File: config.mk
export PLATFORM = sky130hd
export DESIGN_NAME = sample_sequencer
export DESIGN_NICKNAME = d
export VERILOG_FILES = /design/src/rtl/sample_sequencer.sv
export SDC_FILE = /design/constraint.sdc
export NUM_CORES = 1
export LEC_CHECK = 0
export ABC_CLOCK_PERIOD_IN_PS = 3200
export CAP_MARGIN = 20
export CORE_MARGIN = 4
export CORE_UTILIZATION = 58
export CTS_CLUSTER_SIZE = 25
export DETAILED_ROUTE_END_ITERATION = 16
export HOLD_SLACK_MARGIN = 0.05
export PLACE_DENSITY_LB_ADDON = 0.08
export SLEW_MARGIN = 20
export SYNTH_ARGS = -nofsm -noshare
export SYNTH_HDL_FRONTEND = slang
export SYNTH_SLANG_ARGS = --single-unit
File: constraint.sdc
create_clock -name sysclk -period 3.2 [get_ports sysclk]
set_input_delay 0.64 -clock sysclk [delete_from_list [all_inputs] [get_ports sysclk]]
set_output_delay 0.64 -clock sysclk [all_outputs]
set_load 0.1 [all_outputs]
File: src/rtl/sample_sequencer.sv
// Frame scheduler for the ADC -> processor -> DAC sample path: sampling tick,
// ADC start with timeout, processing delay, one DAC start pulse per frame.
module sample_sequencer #(
  parameter int DIV      = 5000,
  parameter int PROC_LAT = 4,
  parameter int TIMEOUT  = 2000
) (
  input  logic       sysclk,
  input  logic       rst_n,
  input  logic       enable,
  input  logic       ch_mode,
  input  logic       ch_fixed,
  input  logic       clear,
  input  logic       data_valid,
  input  logic [9:0] data_in,
  output logic       adc_start,
  output logic       adc_channel,
  output logic [9:0] sample_out,
  output logic       sample_ch,
  output logic       dac_start,
  output logic       busy,
  output logic [7:0] overrun_cnt,
  output logic       timeout_err
);

  localparam int TW   = (DIV > 2) ? $clog2(DIV) : 1;
  localparam int CMAX = (TIMEOUT > PROC_LAT) ? TIMEOUT : PROC_LAT;
  localparam int CW   = $clog2(CMAX + 1);

  typedef enum logic [1:0] {
    IDLE    = 2'd0,
    CONVERT = 2'd1,
    PROCESS = 2'd2,
    OUTPUT  = 2'd3
  } state_t;

  state_t          state_r;
  logic [TW-1:0]   tcnt_r;
  logic [CW-1:0]   cnt_r;
  logic            toggle_r;
  logic            tick_s;
  logic            timeout_hit_s;
  logic            overrun_s;

  assign tick_s        = enable && (tcnt_r == TW'(DIV - 1));
  // data_valid beats a timeout landing in the same cycle
  assign timeout_hit_s = (state_r == CONVERT) && !data_valid && (cnt_r == CW'(TIMEOUT));
  assign overrun_s     = tick_s && (state_r != IDLE);

  // Frame tick counter, held at zero while disabled
  always_ff @(posedge sysclk or negedge rst_n) begin
    if (!rst_n) begin
      tcnt_r <= '0;
    end else if (!enable || tick_s) begin
      tcnt_r <= '0;
    end else begin
      tcnt_r <= tcnt_r + TW'(1);
    end
  end

  // Frame FSM with registered strobes, channel select and sample latch
  always_ff @(posedge sysclk or negedge rst_n) begin
    if (!rst_n) begin
      state_r     <= IDLE;
      cnt_r       <= '0;
      toggle_r    <= 1'b0;
      adc_start   <= 1'b0;
      adc_channel <= 1'b0;
      sample_out  <= 10'h000;
      sample_ch   <= 1'b0;
      dac_start   <= 1'b0;
      busy        <= 1'b0;
    end else begin
      adc_start <= 1'b0;
      dac_start <= 1'b0;
      case (state_r)
        IDLE: begin
          if (tick_s) begin
            state_r     <= CONVERT;
            busy        <= 1'b1;
            adc_start   <= 1'b1;
            adc_channel <= ch_mode ? toggle_r : ch_fixed;
            toggle_r    <= ~toggle_r;
            cnt_r       <= CW'(1);
          end
        end
        CONVERT: begin
          // cnt_r is the 1-based index of the current wait cycle
          if (data_valid) begin
            sample_out <= data_in;
            sample_ch  <= adc_channel;
            state_r    <= PROCESS;
            cnt_r      <= CW'(1);
          end else if (timeout_hit_s) begin
            state_r <= IDLE;
            busy    <= 1'b0;
          end else begin
            cnt_r <= cnt_r + CW'(1);
          end
        end
        PROCESS: begin
          if (cnt_r == CW'(PROC_LAT)) begin
            state_r   <= OUTPUT;
            dac_start <= 1'b1;
          end else begin
            cnt_r <= cnt_r + CW'(1);
          end
        end
        OUTPUT: begin
          state_r <= IDLE;
          busy    <= 1'b0;
        end
        default: begin
          state_r <= IDLE;
          busy    <= 1'b0;
        end
      endcase
    end
  end

  // Debug status: saturating overrun count and sticky timeout flag
  always_ff @(posedge sysclk or negedge rst_n) begin
    if (!rst_n) begin
      overrun_cnt <= 8'h00;
      timeout_err <= 1'b0;
    end else if (clear) begin
      overrun_cnt <= 8'h00;
      timeout_err <= 1'b0;
    end else begin
      if (overrun_s && (overrun_cnt != 8'hFF)) begin
        overrun_cnt <= overrun_cnt + 8'h01;
      end
      if (timeout_hit_s) begin
        timeout_err <= 1'b1;
      end
    end
  end

endmodule
# [Yosys cells after proc, flatten, opt, wreduce, memory -nomap -nowiden]
# Cells that the tools add are included.
[totals] output_inout_bits=24 regBits=51
[op_classes] bitwise=1 mux=24 eq_ne=14 addsub=3 n_reduce_logical=19
[ops] op="$mux 11" n=4
[ops] op="$pmux 11 s3" n=1
[ops] op="$mux 8" n=2
[ops] op="$add 13x1->13 const B" n=1
[ops] op="$eq 13x13->1 const B" n=1
[ops] op="$mux 13" n=1
[ops] op="$add 11x1->11 const B" n=1
[ops] op="$eq 11x11->1 const B" n=1
[ops] op="$eq 11x3->1 const B" n=1
[ops] op="$mux 1" n=10
[ops] op="$ne 2x2->1 const B" n=5
[ops] op="$add 8x1->8 const B" n=1
[ops] op="$mux 2" n=4
[ops] op="$ne 8x8->1 const B" n=1
[ops] op="$pmux 2 s4" n=1
[ops] op="$reduce_and 4->1" n=2
[ops] op="$ne 3x3->1 const B" n=2
[ops] op="$reduce_bool 2->1" n=3
[ops] op="$reduce_bool 3->1" n=2
[ops] op="$logic_and 1x1->1" n=5
[ops] op="$eq 2x2->1 const B" n=2
[ops] op="$reduce_and 2->1" n=2
[ops] op="$pmux 1 s3" n=1
[ops] op="$reduce_and 3->1" n=1
[ops] op="other kinds (5)" n=6

# [Longest topological paths before layout]
# Gate-level depths: netlist of run 1.
[logic_depth] word_depth=6 mapped_depth=8 depth_no_buf=7

# [Worst setup path before layout of run 1]
# No wires, ideal clock.
[synth_path] kind="reg2reg" start="register overrun_cnt[3]" end="register overrun_cnt[5]" arrival_ns=2.158 path_stages_with_launch=6 n_path_buf=0 period_less_slack_ns=2.283 setup_ns=0.125 slack_ns=0.917 cell_sequence="dfrtp_1 -> and4_1 -> and4_1 -> nor4_2 -> nand3_1 -> mux2_2"
[synth_between] elab_chain_cells=3 elab_cells_between_ends=6 cone_classes="add/sub: 1; eq/ne: 1; mux: 2; reduce/logical: 2"
[synth_lines] item="from (decl)" line="22" source="output logic [7:0] overrun_cnt,"
[synth_lines] item="from (signal assigned)" line="131" source="overrun_cnt <= overrun_cnt + 8'h01;"
[synth_lines] item="$add 8x1->8 or $ne 8x8->1 (tied branches)" line="131, 130"
[synth_lines] item="$mux 8 or $logic_and 1x1->1 (tied branches)" line="130" source="if (overrun_s && (overrun_cnt != 8'hFF)) begin"
[synth_lines] item="$mux 8 or $reduce_bool 2->1 (tied branches)"
# Several ways; a longest one is shown, not always the timed one. The select of a mux whose other input is x is not followed.
# A chain may end at the register's enable or synchronous reset.

# [Final worst setup path of run 1]
[layout_path] start="input enable" end="register cnt_r[9]"
[layout_between] elab_chain_cells=3
[layout_lines] item="from (decl)" line="10" source="input logic enable,"
[layout_lines] item="$logic_and 1x1->1" line="45" source="assign tick_s = enable && (tcnt_r == TW'(DIV - 1));"
[layout_lines] item="$ne 2x2->1 (no source line)"
[layout_lines] item="$reduce_and 4->1 (no source line)"
[layout_lines] item="to (signal assigned)" line="98" source="cnt_r <= cnt_r + CW'(1);"
[layout_lines] item="to (signal assigned)" line="106" source="cnt_r <= cnt_r + CW'(1);"
[layout_lines] item="to (decl)" line="39" source="logic [CW-1:0] cnt_r;"
# No other way between the ends.

==> results of run 1 <==
## layout make-up
class | count | area share
inverter | 12 | 0.0143
timing repair buffer | 44 | 0.116
tap | 52 | 0.0207
clock buffer | 6 | 0.0231
multi-input combinational | 182 | 0.419
sequential | 51 | 0.406
## power groups by stage
stage	Combinational, W	Clock (W)	Sequential (W)
finish	0.0000457	0.000337	0.000650
global route	0.0000525	0.000379	0.000651
CTS	0.0000476	0.000349	0.000651
detailed placement	0.0000476	0	0.000663
global placement	0.0000461	0	0.000664
floorplan	0.0000111	0	0.000662
## cell families (layout without fill, tap and decap cells)
logic type,Yosys count,in the layout,share of synthesized area
adder cells (fa/ha/maj),9,9,0.0421
AO/OA/AOI/OAI,40,40,0.126
AND/OR/NAND/NOR,101,101,0.207
buffers and inverters,20,62,0.0313
flip-flops,51,51,0.477
multiplexers,15,15,0.0617
XOR/XNOR,17,17,0.0556
## metal layers
metal / GRT usage / wire (um)
met1: 0.259 / 2380
met2: 0.288 / 2360
met3: 0.0498 / 242
met4: 0.0587 / 84
met5: 0 / 0
## path summary, 6_finish.rpt
check | to | slack, ps | from | cells past startpoint
setup reg to reg | cnt_r[2] | 810 | cnt_r[0] | 7
max in group asynchronous | sample_out[2] | 2090 | rst_n | 2
min in group sysclk | toggle_r | 490 | toggle_r | 1
hold reg to reg | toggle_r | 490 | toggle_r | 1
setup / recovery | cnt_r[9] | 790 | enable | 6
hold / removal | tcnt_r[7] | 370 | rst_n | 1
## state kept, by name, summed over array words and instances (netlist names), named ones only
signal / count
busy: 1
sample_ch: 1
timeout_err: 1
overrun_cnt: 8
dac_start: 1
cnt_r: 11
adc_start: 1
toggle_r: 1
sample_out: 10
tcnt_r: 13
adc_channel: 1
state_r: 1
## stage by stage
step	cell area [um^2]	setup slack, ps	std cells	power, W	hold WS (ps)
floorplan	2680	917	253	0.000674	344
global placement	3070	515	341	0.000710	465
detailed placement	3070	499	341	0.000711	470
CTS	3140	802	347	0.00105	397
global route	3140	638	347	0.00108	430
finish	3140	787	347	0.00103	371
## critical path, delay by kind of cell
family,cells,cell delay [ps]
AND/OR/NAND/NOR,2,740
AO/OA/AOI/OAI,3,730
buffers and inverters,1,510
## cells in the final DEF, fill, tap and decap left out, types with 3 or more instances in the layout
master | Yosys | layout
inv_1 | 12 | 12
o21ai_0 | 5 | 5
dfrtp_1 | 51 | 51
buf_4 | 0 | 28
nand4_1 | 3 | 3
ha_1 | 9 | 9
and3_1 | 8 | 8
nand3_1 | 11 | 11
a21oi_1 | 4 | 4
xor2_1 | 7 | 7
or3_1 | 3 | 3
xnor2_1 | 10 | 10
nor2_1 | 30 | 30
nand3b_1 | 3 | 3
clkbuf_8 | 0 | 5
mux2i_1 | 3 | 3
and2_1 | 6 | 6
o31ai_1 | 16 | 16
mux2_2 | 12 | 12
nor3_1 | 6 | 6
nand2_1 | 15 | 15
clkdlybuf4s50_1 | 0 | 15
==> flow_summary_export.csv, run 1 <==
group,metric,value,unit
outcome,status,"completed",
floorplan,start_util,0.607,
routing,viasPerCell,5.73,
synth,async_flop_share,1.00,
power_and_ir_drop,pwr-share-clk,0.326,
timing,maxSlewViolCount,0,
synth,syn_avg_cell_area,10.6,um^2
synth,syn_nets,279,
floorplan,fp.dieH,75.9,um
power_and_ir_drop,power_frac_seq,0.629,
timing,finalSetupTns,0,ps
critical_path,cp.required,3400,ps
global_routing,grt_max_degree,31,
clock_network,insertion_delay,290,ps
final_layout,seq_area,1280,um^2
timing,hold_viol,0,
timing,clock_skew,5.82,ps
clock_network,clock_path_buffers,2,
timing,fin_crit_sh,0.754,
synth,synth_ff_type,"dfrtp_1",
run,maxCapViolCount,0,
routing,wl_per_cell,14.6,um
floorplan,dieWidth,75.9,um
final_layout,multi_input_area,1320,um^2
global_routing,antenna_found_initial,0,
clock_network,cts.root.buffer_cell,"clkbuf_8",
critical_path,cp_max_fo,9,
routing,dr.pass1.iters,4,
timing,clock.fmax,414,MHz
place,place_congestion,0.800,
routing,num_vias,1988,
critical_path,startpoint_type,"input port",
power_and_ir_drop,switchingPower,0.000218,W
power_and_ir_drop,p_comb_frac,0.044,
timing,rsz0062_at_grt,"no",
power_and_ir_drop,leakagePower,1.47,nW
critical_path,cp_data_arrival_time,2620,ps
floorplan,core,4410,um^2
synth,synth_area_leaders,"dfrtp_1, mux2_2, o31ai_1, ha_1, nor2_1",
place,numPortBuffers,40,
clock_network,cts_setup_buffers,0,
synth,ys_types,47,
critical_path,crit_type,"in2reg",
synth,synth_common_cells,"dfrtp_1, nor2_1, o31ai_1",
synth,yosysTopAreaCell,"dfrtp_1",
global_routing,grt_usage,0.188,
clock_network,cts_resized,0,
critical_path,slowest_delay,530,ps
power_and_ir_drop,p_per_area,329,nW/um^2
synth,synth_edf_count,0,
final_layout,area_growth_syn_to_layout,17.3,%
final_layout,fin_nets,322,
timing,maxSlewHeadroom,0.555,
routing,antenna_left,0,
final_layout,fillers,357,
synth,yosysWarnings,0,
routing,route.detailed.drc,0,
synth,syn_area,2680,um^2
power_and_ir_drop,peakVddDrop,0.000212,V
critical_path,cp_slowest_cell,"or3_1",
floorplan,dieArea,5770,um^2
clock_network,hold_buffers,0,
timing,setup_viol,0,
global_routing,grt_pass1_vias,1954,
global_routing,overflow,0,
synth,synth_seq_cells,51,
final_layout,antenna_cells,0,
clock_network,h-tree-depth,2,
clock_network,cts_made_buffers,5,
clock_network,cts_tree,"yes",
routing,first_iter_violations,75,
critical_path,worstSetupEndpointType,"register",
routing,routed_wl,5.07,mm
worst_hold_path,holdCritPathClass,"in2async",
synth,synth.top_cell.area_share,0.477,
floorplan,io_pins,41,
global_routing,grt_first_pass_wirelength,9.05,mm
synth,synth_most_common_cell,"dfrtp_1",
synth,syn_inst,253,
synth,yosysSeqAreaShare,0.477,
clock_network,clk_pin_slew_worst_paths,90,ps
place,dp_hpwl,3.65,mm
floorplan,row_count,24,
timing,tightest_slew,668,ps
timing,min_period,2410,ps
power_and_ir_drop,sw_frac_of_total,0.211,
final_layout,final_util,0.712,
clock_network,cts.sinks,51,
final_layout,drive_gt1_frac,0.193,
power_and_ir_drop,power.internal,0.000816,W
critical_path,path_cells,"clkdlybuf4s50_1 -> and3_1 -> a41oi_2 -> a21o_1 -> or3_1 -> o41ai_4",
(Power assumes the default switching activity.)
==> inputs of run 2 (changes only) <==
--- a/config.mk
+++ b/config.mk
@@ -5,10 +5,10 @@
 export SDC_FILE = /design/constraint.sdc
 export NUM_CORES = 1
 export LEC_CHECK = 0
-export ABC_CLOCK_PERIOD_IN_PS = 3200
+export ABC_CLOCK_PERIOD_IN_PS = 2300
 export CAP_MARGIN = 20
 export CORE_MARGIN = 4
-export CORE_UTILIZATION = 58
+export CORE_UTILIZATION = 54
 export CTS_CLUSTER_SIZE = 25
 export DETAILED_ROUTE_END_ITERATION = 16
 export HOLD_SLACK_MARGIN = 0.05
==> constraint.sdc (replaced) <==
create_clock -name sysclk -period 2.3 [get_ports sysclk]
set_input_delay 0.46 -clock sysclk [delete_from_list [all_inputs] [get_ports sysclk]]
set_output_delay 0.46 -clock sysclk [all_outputs]
set_load 0.1 [all_outputs]
==> run 2 against run 1 <==
Total power grew 43%. Worst setup slack lost 640 ps. Largest cell class unchanged. Count of clock-buffer cells in the layout rose by 1. Routed wire length rose by 10%. Sequential power increased by 39%. Combinational power rose by 53%. Critical path type is now reg2reg.
==> flow_summary_export.csv, run 2 (synthesized netlist as in run 1, its figures left out) <==
group,metric,value,unit
timing,rsz0062_at_grt,"no",
timing,fin_crit_sh,0.935,
final_layout,regMostFlops,"tcnt_r",
global_routing,grt_pass1_vias,2076,
final_layout,fin_nets,346,
routing,wl_per_cell,14.4,um
final_layout,stdcell_area,3390,um^2
outcome,status,"completed",
clock_network,clock_path_buffers,2,
clock_network,cts_tree,"yes",
power_and_ir_drop,sw_frac_of_total,0.222,
power_and_ir_drop,peakVddDrop,0.000298,V
global_routing,antenna_found_initial,0,
timing,clock_skew,11.2,ps
place,dp_cells,374,
critical_path,r2r_cells,8,
clock_network,h-tree-depth,2,
floorplan,io_pins,41,
routing,first_iter_violations,118,
clock_network,cts_made_buffers,5,
final_layout,layout_commonest_cell,"dfrtp_1",
timing,hold_viol,0,
final_layout,final_util,0.714,
timing,clock.fmax,465,MHz
global_routing,grt_max_degree,52,
global_routing,grt_first_pass_wirelength,9.50,mm
clock_network,cts.sinks,51,
timing,setup_viol,0,
power_and_ir_drop,leakagePower,1.60,nW
final_layout,largest_reg_flops,13,
place,postPlaceCellArea,3240,um^2
critical_path,startpoint_type,"register",
place,dp_hpwl,3.93,mm
timing,maxSlewViolCount,0,
critical_path,cp_max_fo,5,
final_layout,drive_gt1_frac,0.271,
critical_path,crit_type,"reg2reg",
floorplan,fp.dieH,78.4,um
clock_network,cts.root.buffer_cell,"clkbuf_8",
final_layout,reg_top3,"tcnt_r: 13 flops, cnt_r: 11 flops, sample_out: 10 flops",
place,place_congestion,0.799,
worst_hold_path,holdCritPathClass,"in2async",
floorplan,dieWidth,78.4,um
place,numPortBuffers,40,
critical_path,cp.required,2500,ps
power_and_ir_drop,power_frac_seq,0.611,
run,maxCapViolCount,0,
routing,dr.pass1.iters,4,
power_and_ir_drop,p_total,0.00148,W
power_and_ir_drop,pwr-share-clk,0.342,
critical_path,cp_data_arrival_time,2350,ps
timing,tightest_slew,477,ps
final_layout,final_cells,388,
power_and_ir_drop,power.internal,0.00115,W
floorplan,start_util,0.563,
final_layout,area_growth_syn_to_layout,26.8,%
final_layout,fillers,369,
floorplan,core,4750,um^2
routing,routed_wl,5.58,mm
routing,route.detailed.drc,0,
timing,maxSlewHeadroom,0.678,
routing,antenna_left,0,
routing,num_vias,2155,
routing,viasPerCell,5.55,
clock_network,insertion_delay,300,ps
final_layout,layout_common_cells,"dfrtp_1, buf_4, nor2_1, o31ai_1",
clock_network,clk_pin_slew_worst_paths,100,ps
final_layout,antenna_cells,0,
global_routing,grt_usage,0.191,
power_and_ir_drop,p_per_area,436,nW/um^2
critical_path,worstSetupEndpointType,"register",
floorplan,dieArea,6150,um^2
clock_network,hold_buffers,0,
timing,min_period,2150,ps
power_and_ir_drop,switchingPower,0.000329,W
global_routing,overflow,0,
power_and_ir_drop,p_comb_frac,0.047,
floorplan,row_count,25,
[run 2: stage by stage]
stage	hold WS, ps	setup slack, ps	TNS, ps
floorplan	164	17.3	0
global placement	472	-181	-842
detailed placement	474	-195	-1020
CTS	146	24.5	0
global route	146	36.1	0
finish	126	150	0
[run 2: final timing paths]
check / start / slack (ps) / endpoint
min in group sysclk: tcnt_r[0] / 500 / tcnt_r[0]
worst min-delay path: rst_n / 130 / tcnt_r[0]
worst min register to register: tcnt_r[0] / 500 / tcnt_r[0]
max in group asynchronous: rst_n / 1930 / sample_out[1]
worst max-delay path: cnt_r[0] / 150 / cnt_r[0]
worst max register to register: cnt_r[0] / 150 / cnt_r[0]
[run 2: power by group through the flow]
stage / Sequential, W / Clock [W] / Combinational (W)
floorplan: 0.000922 / 0 / 0.0000154
global placement: 0.000923 / 0 / 0.0000709
detailed placement: 0.000923 / 0 / 0.0000722
CTS: 0.000905 / 0.000512 / 0.0000723
global route: 0.000906 / 0.000549 / 0.0000792
finish: 0.000905 / 0.000506 / 0.0000698
[run 2: critical path, cell delays in order (launching register included)]
cell and delay, ps:
dfrtp_1 400, inv_2 60, ha_2 160, or3b_4 370
or3_4 350, o32ai_4 180, buf_6 170, o41ai_1 80
a221oi_1 280
[run 2: area by class of cell]
class / instances / area [um^2] / share of cell area
sequential: 51 / 1280 / 0.376
multi-input combinational: 182 / 1350 / 0.397
inverter: 12 / 45.0 / 0.0133
clock inverter: 1 / 5.00 / 0.00147
clock buffer: 7 / 76.3 / 0.0225
tap: 67 / 83.8 / 0.0247
timing repair buffer: 68 / 559 / 0.165
[run 2: layer usage]
metal  global-route usage  vias up  wire, um
met2                0.316       48      2760
met4               0.0507        0        57
met3               0.0413        6       239
met5                    0        -         0
li1                     -     1037         -
met1                0.257     1064      2520
[run 2: what timing repair did]
| item | CTS | global route |
|---|---|---|
| gates cloned | 0 | 1 |
| buffers inserted | 0 | 5 |
| setup endpoints to repair | 2 | 4 |
| gates resized for setup | 3 | 5 |
| pin swaps | 0 | 3 |
==> inputs of run 3 (changes only) <==
--- a/config.mk
+++ b/config.mk
@@ -5,10 +5,10 @@
 export SDC_FILE = /design/constraint.sdc
 export NUM_CORES = 1
 export LEC_CHECK = 0
-export ABC_CLOCK_PERIOD_IN_PS = 2300
+export ABC_CLOCK_PERIOD_IN_PS = 1870
 export CAP_MARGIN = 20
 export CORE_MARGIN = 4
-export CORE_UTILIZATION = 54
+export CORE_UTILIZATION = 35
 export CTS_CLUSTER_SIZE = 25
 export DETAILED_ROUTE_END_ITERATION = 16
 export HOLD_SLACK_MARGIN = 0.05
==> constraint.sdc (replaced) <==
create_clock -name sysclk -period 1.87 [get_ports sysclk]
set_input_delay 0.374 -clock sysclk [delete_from_list [all_inputs] [get_ports sysclk]]
set_output_delay 0.374 -clock sysclk [all_outputs]
set_load 0.1 [all_outputs]
==> run 3 against run 2 <==
The flow now finishes with violations (setup timing). Largest cell class unchanged. Worst hold slack better by 360 ps. Via count up 4.3%. Final area up 23%. Worst setup slack worse by 380 ps. Critical path type unchanged. Combinational power up 43%. Core utilization down 15 points.
==> flow_summary_export.csv, run 3 (synthesized netlist as in run 1, its figures left out) <==
group,metric,value,unit
floorplan,core,7330,um^2
global_routing,grt_usage,0.151,
clock_network,cts.root.buffer_cell,"clkbuf_8",
critical_path,r2r_cells,8,
critical_path,slowest_delay,410,ps
clock_network,cts.sinks,51,
floorplan,dieWidth,95.5,um
critical_path,cp.required,2060,ps
timing,clock.fmax,477,MHz
place,dp_cells,439,
clock_network,h-tree-depth,2,
final_layout,multi_input_area,1480,um^2
timing,setup_viol,14,
power_and_ir_drop,p_comb_frac,0.050,
place,postPlaceCellArea,3830,um^2
global_routing,grt_pass1_vias,2319,
critical_path,crit_family,"simple AND/OR/NAND/NOR gates",
power_and_ir_drop,p_per_area,474,nW/um^2
power_and_ir_drop,power_frac_seq,0.562,
global_routing,antenna_found_initial,0,
critical_path,cp_max_fo,3,
final_layout,fin_nets,383,
floorplan,fp.dieH,95.5,um
critical_path,crit_buf_inv,2,
routing,dr.pass1.iters,4,
routing,wl_per_cell,14.1,um
timing,min_period,2100,ps
power_and_ir_drop,pwr-share-clk,0.387,
floorplan,dieArea,9110,um^2
outcome,status,"finished, violations left",
worst_hold_path,whs_endpoint,"toggle_r",
final_layout,stdcell_area,4160,um^2
final_layout,regMostFlops,"tcnt_r",
worst_hold_path,holdPathStages,1,
critical_path,crit_type,"reg2reg",
final_layout,final_cells,457,
routing,first_iter_violations,51,
global_routing,grt_first_pass_wirelength,10.9,mm
critical_path,worstSetupEndpointType,"register",
critical_path,rr_startpoint,"cnt_r[1]",
power_and_ir_drop,switchingPower,0.000415,W
final_layout,layout_commonest_cell,"buf_4",
floorplan,io_pins,41,
floorplan,start_util,0.365,
worst_hold_path,hold_path.startpoint,"toggle_r",
timing,clock_skew,7.35,ps
timing,maxSlewViolCount,0,
run,maxCapViolCount,0,
clock_network,insertion_delay,300,ps
worst_hold_path,holdCritPathClass,"reg2reg",
critical_path,path_cells,"inv_2 -> ha_4 -> or3b_4 -> or3_4 -> buf_4 -> a211oi_2 -> nand2_1 -> mux2i_1",
timing,rsz0062_at_grt,"yes",
power_and_ir_drop,leakagePower,1.92,nW
timing,fin_hold_ws,482,ps
final_layout,layout_common_cells,"buf_4, dfrtp_1, nor2_1, buf_12, clkdlybuf4s50_1",
place,dp_hpwl,4.70,mm
place,place_congestion,0.793,
place,numPortBuffers,40,
routing,num_vias,2248,
final_layout,antenna_cells,0,
outcome,violations,"setup timing",
routing,antenna_left,0,
floorplan,row_count,31,
clock_network,clock_path_buffers,2,
final_layout,largest_reg_flops,13,
final_layout,drive_gt1_frac,0.413,
critical_path,cp_data_arrival_time,2280,ps
timing,maxSlewHeadroom,0.668,
critical_path,cp_slowest_cell,"dfrtp_1",
timing,hold_viol,0,
critical_path,startpoint_type,"register",
clock_network,cts_made_buffers,5,
clock_network,clk_pin_slew_worst_paths,100,ps
timing,fin_crit_sh,1.12,
routing,viasPerCell,4.92,
routing,route.detailed.drc,0,
global_routing,grt_max_degree,22,
power_and_ir_drop,peakVddDrop,0.000372,V
final_layout,seq_area,1290,um^2
clock_network,cts_tree,"yes",
power_and_ir_drop,sw_frac_of_total,0.210,
final_layout,area_growth_syn_to_layout,55.5,%
timing,tightest_slew,491,ps
routing,routed_wl,6.45,mm
place,dp_worst_setup_slack,-447,ps
final_layout,fillers,624,
critical_path,r2r_slack,-230,ps
power_and_ir_drop,power.internal,0.00156,W
timing,worst_slack,-225,ps
final_layout,reg_top3,"tcnt_r: 13 flops, cnt_r: 11 flops, sample_out: 10 flops",
global_routing,overflow,0,
timing,finalSetupTns,-1870,ps
-- run 3: per-layer routing --
metal | part of all wire | track usage | wire length [um]
met1 | 0.45 | 0.185 | 2910
met2 | 0.51 | 0.268 | 3270
met3 | 0.031 | 0.0276 | 201
met4 | 0.0095 | 0.0450 | 61
met5 | 0 | 0 | 0
-- run 3: worst max path at each step --
| stage | start | end | slack [ps] | cells past startpoint |
|---|---|---|---|---|
| 2_1_floorplan | cnt_r[0] | cnt_r[9] | -130 | 8 |
| 6_report | cnt_r[1] | register | -230 | 8 |
| 4_1_cts | cnt_r[1] | cnt_r[0] | -170 | 8 |
| 3_5_place_dp | enable | cnt_r[0] | -450 | 7 |
| 3_3_place_gp | enable | cnt_r[0] | -400 | 7 |
| 5_1_grt | cnt_r[0] | register | -320 | 8 |
-- run 3: stage by stage --
step / util / total power [W]
after floorplan: - / 0.00115
after global placement: 0.522 / 0.00123
after detailed placement: 0.522 / 0.00123
after CTS: 0.552 / 0.00201
after global routing: 0.568 / 0.00206
final: 0.568 / 0.00197
-- run 3: repair_timing --
action | CTS | global route
resized for setup | 13 | 20
pin swaps | 11 | 11
setup endpoints to repair | 16 | 24
cloned | 1 | 0
hold buffers | 1 | 0
buffers inserted | 5 | 3
hold endpoints to repair | 19 | 0
-- run 3: area by class of cell --
type / count / area share
clock buffers: 6 / 0.0174
clock inverters: 2 / 0.00902
inverters: 12 / 0.0108
multi-input cells: 182 / 0.356
flip-flops and latches: 51 / 0.310
well taps: 99 / 0.0298
repair buffers: 105 / 0.268
-- run 3: power groups by stage --
stage / clock network [W] / logic (W) / registers (W)
detailed placement: 0 / 0.0000990 / 0.00113
finish: 0.000764 / 0.0000995 / 0.00111
global placement: 0 / 0.0000973 / 0.00113
CTS: 0.000795 / 0.000101 / 0.00111
floorplan: 0 / 0.0000190 / 0.00113
global route: 0.000836 / 0.000112 / 0.00111
-- run 3: worst reg2reg max path, cell delays in order, from the launching register on --
cell      delay [ps]
dfrtp_1          410
inv_2             70
ha_4             120
or3b_4           370
or3_4            370
buf_4            150
a211oi_2         230
nand2_1          120
mux2i_1          130
